`src/rtl/cpu_types_pkg.sv`:
```
// cpu_types_pkg: shared datapath word and fetch-entry types
package cpu_types_pkg;
  typedef logic [31:0] word_t;
  typedef struct packed {
    word_t pc;
    word_t instr;
  } fetch_entry_t;
  localparam word_t PC_STEP = 32'd4;
endpackage

```
`src/rtl/fetch_queue_if.sv`:
```
// fetch_queue_if: imem request/response, redirect/halt control and decode-side queue head
interface fetch_queue_if
  import cpu_types_pkg::*;
#(
  parameter int DEPTH = 4
);
  localparam int CW = $clog2(DEPTH) + 1;
  logic          imemREN;
  word_t         imemaddr;
  logic          ihit;
  word_t         imemload;
  logic          redirect;
  word_t         redirect_pc;
  logic          halt;
  logic          deq;
  logic          valid;
  word_t         instr;
  word_t         instr_pc;
  word_t         npc;
  logic [CW-1:0] count;
  modport master (
    input  ihit, imemload, redirect, redirect_pc, halt, deq,
    output imemREN, imemaddr, valid, instr, instr_pc, npc, count
  );
  modport slave (
    output ihit, imemload, redirect, redirect_pc, halt, deq,
    input  imemREN, imemaddr, valid, instr, instr_pc, npc, count
  );
endinterface

```
`src/rtl/fetch_buffer.sv`:
```
// fetch_buffer: DEPTH-entry FIFO of fetch entries with flush; storage is not reset, only pointers
module fetch_buffer
  import cpu_types_pkg::*;
#(
  parameter int DEPTH = 4,
  localparam int AW = $clog2(DEPTH),
  localparam int CW = AW + 1
) (
  input  logic         CLK,
  input  logic         nRST,
  input  logic         push_i,
  input  logic         pop_i,
  input  logic         flush_i,
  input  fetch_entry_t din_i,
  output fetch_entry_t head_o,
  output logic         valid_o,
  output logic [CW-1:0] count_o
);
  fetch_entry_t  mem_q [DEPTH];
  logic [AW-1:0] rd_q, rd_d, wr_q, wr_d;
  logic [CW-1:0] cnt_q, cnt_d;
  logic          do_push, do_pop;
  always_comb begin
    do_push = push_i & !flush_i & (cnt_q != CW'(DEPTH));
    do_pop  = pop_i & !flush_i & (cnt_q != '0);
    rd_d    = flush_i ? '0 : rd_q + AW'(do_pop);
    wr_d    = flush_i ? '0 : wr_q + AW'(do_push);
    cnt_d   = flush_i ? '0 : cnt_q + CW'(do_push) - CW'(do_pop);
  end
  always_ff @(posedge CLK) begin
    if (!nRST) begin
      rd_q  <= '0;
      wr_q  <= '0;
      cnt_q <= '0;
    end else begin
      rd_q  <= rd_d;
      wr_q  <= wr_d;
      cnt_q <= cnt_d;
    end
  end
  always_ff @(posedge CLK) begin
    if (do_push) mem_q[wr_q] <= din_i;
  end
  assign head_o  = mem_q[rd_q];
  assign valid_o = cnt_q != '0;
  assign count_o = cnt_q;
endmodule

```
`src/rtl/fetch_queue.sv`:
```
// fetch_queue: fetch PC owner issuing imem reads and buffering returned words for decode
module fetch_queue
  import cpu_types_pkg::*;
#(
  parameter word_t PC_INIT = 32'h0,
  parameter int    DEPTH   = 4
) (
  input logic CLK,
  input logic nRST,
  fetch_queue_if.master fq
);
  localparam int CW = $clog2(DEPTH) + 1;
  word_t         pc_q, pc_d;
  fetch_entry_t  entry, head;
  logic          push, has;
  logic [CW-1:0] cnt;
  always_comb begin
    fq.imemREN = nRST & !fq.halt & !fq.redirect & (cnt < CW'(DEPTH));
    push       = fq.ihit & fq.imemREN;
    entry      = '{pc: pc_q, instr: fq.imemload};
    pc_d       = fq.redirect ? {fq.redirect_pc[31:2], 2'b00} : (push ? pc_q + PC_STEP : pc_q);
  end
  always_ff @(posedge CLK) begin
    if (!nRST) pc_q <= PC_INIT;
    else       pc_q <= pc_d;
  end
  fetch_buffer #(.DEPTH(DEPTH)) u_buf (
    .CLK     (CLK),
    .nRST    (nRST),
    .push_i  (push),
    .pop_i   (fq.deq),
    .flush_i (fq.redirect),
    .din_i   (entry),
    .head_o  (head),
    .valid_o (has),
    .count_o (cnt)
  );
  // head fields read as zero when empty so stale storage never leaks out
  assign fq.imemaddr = pc_q;
  assign fq.valid    = has;
  assign fq.instr    = has ? head.instr : '0;
  assign fq.instr_pc = has ? head.pc : '0;
  assign fq.npc      = has ? head.pc + PC_STEP : '0;
  assign fq.count    = cnt;
endmodule

```
`src/flat_wrapper.sv`:
```
// flat-port wrapper written by rule: the top's interface ports become plain ports
module fetch_queue_flat import cpu_types_pkg::*;
#(
  parameter word_t PC_INIT = 32'h0,
  parameter int    DEPTH   = 4
)
  (CLK, nRST, fq_ihit, fq_imemload, fq_redirect, fq_redirect_pc, fq_halt, fq_deq, fq_imemREN, fq_imemaddr, fq_valid, fq_instr, fq_instr_pc, fq_npc, fq_count);
  fetch_queue_if #(.DEPTH(DEPTH)) fq_i ();
  input logic CLK;
  input logic nRST;
  input wire logic [$bits(fq_i.ihit)-1:0] fq_ihit;
  input wire logic [$bits(fq_i.imemload)-1:0] fq_imemload;
  input wire logic [$bits(fq_i.redirect)-1:0] fq_redirect;
  input wire logic [$bits(fq_i.redirect_pc)-1:0] fq_redirect_pc;
  input wire logic [$bits(fq_i.halt)-1:0] fq_halt;
  input wire logic [$bits(fq_i.deq)-1:0] fq_deq;
  output wire logic [$bits(fq_i.imemREN)-1:0] fq_imemREN;
  output wire logic [$bits(fq_i.imemaddr)-1:0] fq_imemaddr;
  output wire logic [$bits(fq_i.valid)-1:0] fq_valid;
  output wire logic [$bits(fq_i.instr)-1:0] fq_instr;
  output wire logic [$bits(fq_i.instr_pc)-1:0] fq_instr_pc;
  output wire logic [$bits(fq_i.npc)-1:0] fq_npc;
  output wire logic [$bits(fq_i.count)-1:0] fq_count;
  assign fq_i.ihit = fq_ihit;
  assign fq_i.imemload = fq_imemload;
  assign fq_i.redirect = fq_redirect;
  assign fq_i.redirect_pc = fq_redirect_pc;
  assign fq_i.halt = fq_halt;
  assign fq_i.deq = fq_deq;
  assign fq_imemREN = fq_i.imemREN;
  assign fq_imemaddr = fq_i.imemaddr;
  assign fq_valid = fq_i.valid;
  assign fq_instr = fq_i.instr;
  assign fq_instr_pc = fq_i.instr_pc;
  assign fq_npc = fq_i.npc;
  assign fq_count = fq_i.count;
  fetch_queue #(.PC_INIT(PC_INIT), .DEPTH(DEPTH)) u_core (.CLK(CLK), .nRST(nRST), .fq(fq_i));
endmodule
```
`config.mk`:
```
export PLATFORM = sky130hd
export DESIGN_NAME = fetch_queue_flat
export DESIGN_NICKNAME = d
export VERILOG_FILES = /design/src/rtl/cpu_types_pkg.sv /design/src/rtl/fetch_queue_if.sv /design/src/rtl/fetch_buffer.sv /design/src/rtl/fetch_queue.sv /design/src/flat_wrapper.sv
export SDC_FILE = /design/constraint.sdc
export NUM_CORES = 1
export LEC_CHECK = 0
export ABC_AREA = 0
export CAP_MARGIN = 20
export CORE_MARGIN = 2
export CORE_UTILIZATION = 45
export CTS_CLUSTER_SIZE = 14
export DETAILED_ROUTE_END_ITERATION = 8
export GPL_TIMING_DRIVEN = 0
export PLACE_DENSITY = 0.78
export SKIP_CTS_REPAIR_TIMING = 1
export SYNTH_ARGS = -nofsm -noshare
export SYNTH_HDL_FRONTEND = slang
export SYNTH_SLANG_ARGS = --single-unit
```
`constraint.sdc`:
```
create_clock -name CLK -period 8.8 [get_ports CLK]
set_clock_uncertainty 0.15 [all_clocks]
set_input_delay 1.76 -clock CLK [delete_from_list [all_inputs] [get_ports CLK]]
set_output_delay 1.76 -clock CLK [all_outputs]
set_load 0.01 [all_outputs]
```
==> metrics.log <==
[metrics] outcome: finished clean
[metrics] cell-by-cell trace of the critical path: clkbuf_8 -> buf_2 -> mux4_2 -> ha_1 -> nand2_1 -> nor3_4 -> nand3_1 -> xor2_1 -> nor2_1 -> clkdlybuf4s50_1
[metrics] final RePlAce weighted congestion: 0.873
[metrics] post-route cell area: 15,800 um2
[metrics] n_diodes: 0
[metrics] count of H-tree levels built during CTS: 1
[metrics] synthesized area per cell: 15.8 um2
[metrics] final cycle utilization of the critical path: 62.8%
[metrics] Clock Tree Root: sky130_fd_sc_hd__clkbuf_16
[metrics] power density relative to cell area: 182 nW/um2
[metrics] global router's overall resource usage: 21.2%
[metrics] WS Path Type: register to output pin
[metrics] initial cell density of the core: 45.7%
[metrics] Die Span X: 169 um
[metrics] pins over their slew limit: 0
[metrics] number of antenna violations at the first check in global routing: 0
[metrics] worst endpoint required time: 6890 ps
[metrics] largest net degree at the start of global routing: 33
[metrics] worst slew pin tran: 825 ps
[metrics] wire length of the first global-routing pass: 46,000 um
[metrics] via count of the routed design: 7,715
[metrics] Detail Placement HPWL: 21,300 um
[metrics] Critical Path Fanout Max: 10
[metrics] type of the worst min-delay path: register to register
[metrics] count of unresolved DRC violations after routing: 0
[metrics] tightest slew margin relative to the limit: 44.7%
[metrics] #FFs+latches synth: 285
[metrics] leakage power of the design: 5.17 nW
[metrics] Core Area: 26,800 um2
[metrics] family with the most delay on the worst path: buffers and inverters
[metrics] Placed Instance Area: 14,900 um2
[metrics] number of buffers created by CTS: 29
[metrics] number of design-rule violations left by the first detailed-router iteration: 726
[metrics] warning count from the yosys run: 0
[metrics] unique cell type count in the Yosys netlist: 56
[metrics] clock tree sinks: 285
[metrics] vias in the first global route: 7,819
[metrics] number of nets still failing antenna checks after routing: 0
[metrics] Post-synth ARST share: 0%
[metrics] Arrival @ worst endpoint: 3620 ps
[metrics] largest voltage drop on the vdd net: 110 uV
[metrics] cell count after synthesis: 776
[metrics] Max Fclk: 0.181 GHz
[metrics] type of destination of the critical path: output pin
[metrics] CP bufs+invs: 3
[metrics] # IOs: 203
[metrics] Hold WS: 437 ps
[metrics] sequential-to-total area share from yosys stat: 66.9%
[metrics] WL final: 30,200 um
[metrics] cell area after synthesis: 12,200 um2
[metrics] total power after layout: 2.88 mW
[metrics] Slowest Stage Delay on Critical Path: 560 ps
[metrics] CP max-delay cell: sky130_fd_sc_hd__clkdlybuf4s50_1
[metrics] EDFF count, synth: 248
[metrics] Syn-to-layout area delta: 29.3%
[metrics] First-pass DRT Iterations: 7
[metrics] fraction of final layout cells sized beyond drive strength 1: 14.6%
[metrics] TritonCTS clock tree: done
[metrics] Max-cap violations: 0
[metrics] total number of nets in the final design: 1,098
[metrics] time the final worst path needs with I/O delays and setup: 5530 ps
[metrics] Congestion Overflow GR: 0
[metrics] FP Rows: 60
[metrics] average vias per placed instance: 5.57
[metrics] CTS max path bufs: 3
[metrics] die height: 169 um
[metrics] leading register cell type out of synthesis: sky130_fd_sc_hd__edfxtp_1
[metrics] Worst Setup Start Kind: register
[metrics] final hold violation count: 0
[metrics] Setup violations, final: 0
[metrics] Setup TNS: 0 ps
[metrics] WL per Instance: 21.8 um
[metrics] port bufs: 192
[metrics] area of the die: 28,500 um2
[metrics] register clock-pin slew on the reported worst setup and hold paths: 70 ps
[metrics] RSZ-0062 raised after global routing: no
[metrics] insertion delay of the later-clocked pin in the worst-skew pair: 540 ps
registers in the layout, indices dropped and copies added, names as in the netlist:
signal                count
u_core.fq.imemaddr       30
u_core.u_buf.wr_q         2
u_core.u_buf.count_o      3
u_core.u_buf.mem_q      248
u_core.u_buf.rd_q         2
final cells by class:
cell class                 instances  area (um2)
multi-input combinational        436        3780
sequential                       285        8190
fill                            2023       11000
timing repair buffer             209        2150
tap                              341         427
clock inverter                    16         161
clock buffer                      37         798
buffer                            46         269
inverter                          14        52.6
path summary, 6_finish.rpt:
path	from	endpoint	slack [ps]	depth (start not counted)
hold reg to reg	u_core.fq.imemaddr[19]	u_core.u_buf.mem_q[2][51]	440	0
setup / recovery	u_core.u_buf.rd_q[1]	fq_npc[22]	3270	10
setup reg to reg	u_core.u_buf.count_o[2]	u_core.u_buf.count_o[2]	5670	11
hold / removal	u_core.fq.imemaddr[19]	u_core.u_buf.mem_q[2][51]	440	0
worst reg2reg max path: stages, from the launching register on:
cell,delay [ps]
sky130_fd_sc_hd__dfxtp_1,370
sky130_fd_sc_hd__nor3_1,490
sky130_fd_sc_hd__inv_1,400
sky130_fd_sc_hd__and3_1,330
sky130_fd_sc_hd__ha_1,290
sky130_fd_sc_hd__inv_1,50
sky130_fd_sc_hd__ha_1,130
sky130_fd_sc_hd__inv_1,50
sky130_fd_sc_hd__fa_1,370
sky130_fd_sc_hd__xor2_1,200
sky130_fd_sc_hd__xnor2_1,130
sky130_fd_sc_hd__nor2_1,50
cell families (layout without fill, tap and decap cells):
| family | Yosys count | count (layout) | synth area share, % |
|---|---|---|---|
| AOI/OAI and AO/OA | 68 | 68 | 3.36 |
| other | 1 | 6 | 0.0306 |
| and+or+nand+nor | 249 | 249 | 11.5 |
| xor gates and xnor gates | 42 | 42 | 3.00 |
| DFF | 285 | 285 | 66.9 |
| buffers and inverters | 60 | 322 | 2.63 |
| adders and majority gates | 7 | 7 | 0.777 |
| muxes | 64 | 64 | 11.8 |
power by group:
part           switching [mW]  internal (mW)  total (mW)  leakage [nW]
clock                   0.496          0.729        1.22         0.473
sequential             0.0262           1.48        1.51          2.53
combinational          0.0665         0.0751       0.142          2.17
total                   0.589           2.29        2.88          5.17
cells in the mapped netlist, types with 3 or more instances:
| master | n | area share, % |
|---|---|---|
| sky130_fd_sc_hd__nor3_1 | 10 | 0.41 |
| sky130_fd_sc_hd__nand4_1 | 17 | 0.87 |
| sky130_fd_sc_hd__nor2_1 | 70 | 2.1 |
| sky130_fd_sc_hd__mux4_2 | 53 | 9.7 |
| sky130_fd_sc_hd__clkbuf_1 | 25 | 0.77 |
| sky130_fd_sc_hd__nand4_4 | 3 | 0.52 |
| sky130_fd_sc_hd__nor4_1 | 3 | 0.15 |
| sky130_fd_sc_hd__xor2_1 | 27 | 1.9 |
| sky130_fd_sc_hd__o21ai_0 | 14 | 0.57 |
| sky130_fd_sc_hd__buf_2 | 9 | 0.37 |
| sky130_fd_sc_hd__edfxtp_1 | 248 | 61 |
| sky130_fd_sc_hd__and2_1 | 65 | 3.3 |
| sky130_fd_sc_hd__buf_4 | 6 | 0.37 |
| sky130_fd_sc_hd__a31oi_1 | 7 | 0.36 |
| sky130_fd_sc_hd__dfxtp_1 | 37 | 6.0 |
| sky130_fd_sc_hd__ha_1 | 6 | 0.61 |
| sky130_fd_sc_hd__and4_1 | 6 | 0.43 |
| sky130_fd_sc_hd__nand3_1 | 22 | 0.90 |
| sky130_fd_sc_hd__a32oi_1 | 5 | 0.36 |
| sky130_fd_sc_hd__and3_1 | 10 | 0.51 |
| sky130_fd_sc_hd__nand2_1 | 24 | 0.74 |
| sky130_fd_sc_hd__a21oi_1 | 29 | 1.2 |
| sky130_fd_sc_hd__mux4_1 | 9 | 1.9 |
| sky130_fd_sc_hd__xnor2_1 | 15 | 1.1 |
| sky130_fd_sc_hd__inv_1 | 13 | 0.40 |
| sky130_fd_sc_hd__a211oi_1 | 4 | 0.25 |
per-layer routing:
metal	vias up	part of all wire, %	global-route usage [%]
met3	41	7.0	3.65
met5	-	0	0
met4	0	1.8	5.13
li1	3485	-	-
met1	3875	40	27.9
met2	314	51	36.8
cell usage in the layout, fill, tap and decap left out, types with 3 or more instances in the layout:
cell	instances
sky130_fd_sc_hd__nor4_1	3
sky130_fd_sc_hd__clkbuf_16	31
sky130_fd_sc_hd__buf_12	3
sky130_fd_sc_hd__clkdlybuf4s50_1	192
sky130_fd_sc_hd__a21oi_1	29
sky130_fd_sc_hd__mux4_2	53
sky130_fd_sc_hd__nand2_1	24
sky130_fd_sc_hd__buf_6	12
sky130_fd_sc_hd__buf_4	7
sky130_fd_sc_hd__a31oi_1	7
sky130_fd_sc_hd__and4_1	6
sky130_fd_sc_hd__nor2_1	69
sky130_fd_sc_hd__nor3_1	9
sky130_fd_sc_hd__bufinv_16	3
sky130_fd_sc_hd__clkbuf_1	31
sky130_fd_sc_hd__and3_1	9
sky130_fd_sc_hd__conb_1	6
sky130_fd_sc_hd__xnor2_1	15
sky130_fd_sc_hd__ha_1	6
sky130_fd_sc_hd__buf_2	9
sky130_fd_sc_hd__nand3_1	22
sky130_fd_sc_hd__and2_1	65
sky130_fd_sc_hd__nand4_1	17
sky130_fd_sc_hd__a211oi_1	4
sky130_fd_sc_hd__a32oi_1	5
sky130_fd_sc_hd__buf_8	4
sky130_fd_sc_hd__clkinv_2	7
sky130_fd_sc_hd__dfxtp_1	37
sky130_fd_sc_hd__mux4_1	9
sky130_fd_sc_hd__inv_1	13
sky130_fd_sc_hd__clkinv_1	3
sky130_fd_sc_hd__o21ai_0	14
sky130_fd_sc_hd__nand4_4	3
sky130_fd_sc_hd__xor2_1	27
sky130_fd_sc_hd__edfxtp_1	248
stage by stage:
step | utilization, % | std cells | setup WS [ps]
2_1_floorplan | - | 781 | 951
3_3_place_gp | 54.5 | 1314 | -3240
3_5_place_dp | 55.5 | 1331 | 3810
4_1_cts | 59.1 | 1384 | 3230
5_1_grt | 59.1 | 1384 | 3090
6_report | 59.1 | 1384 | 3270
Note: power is estimated with default switching activity, not from simulation.
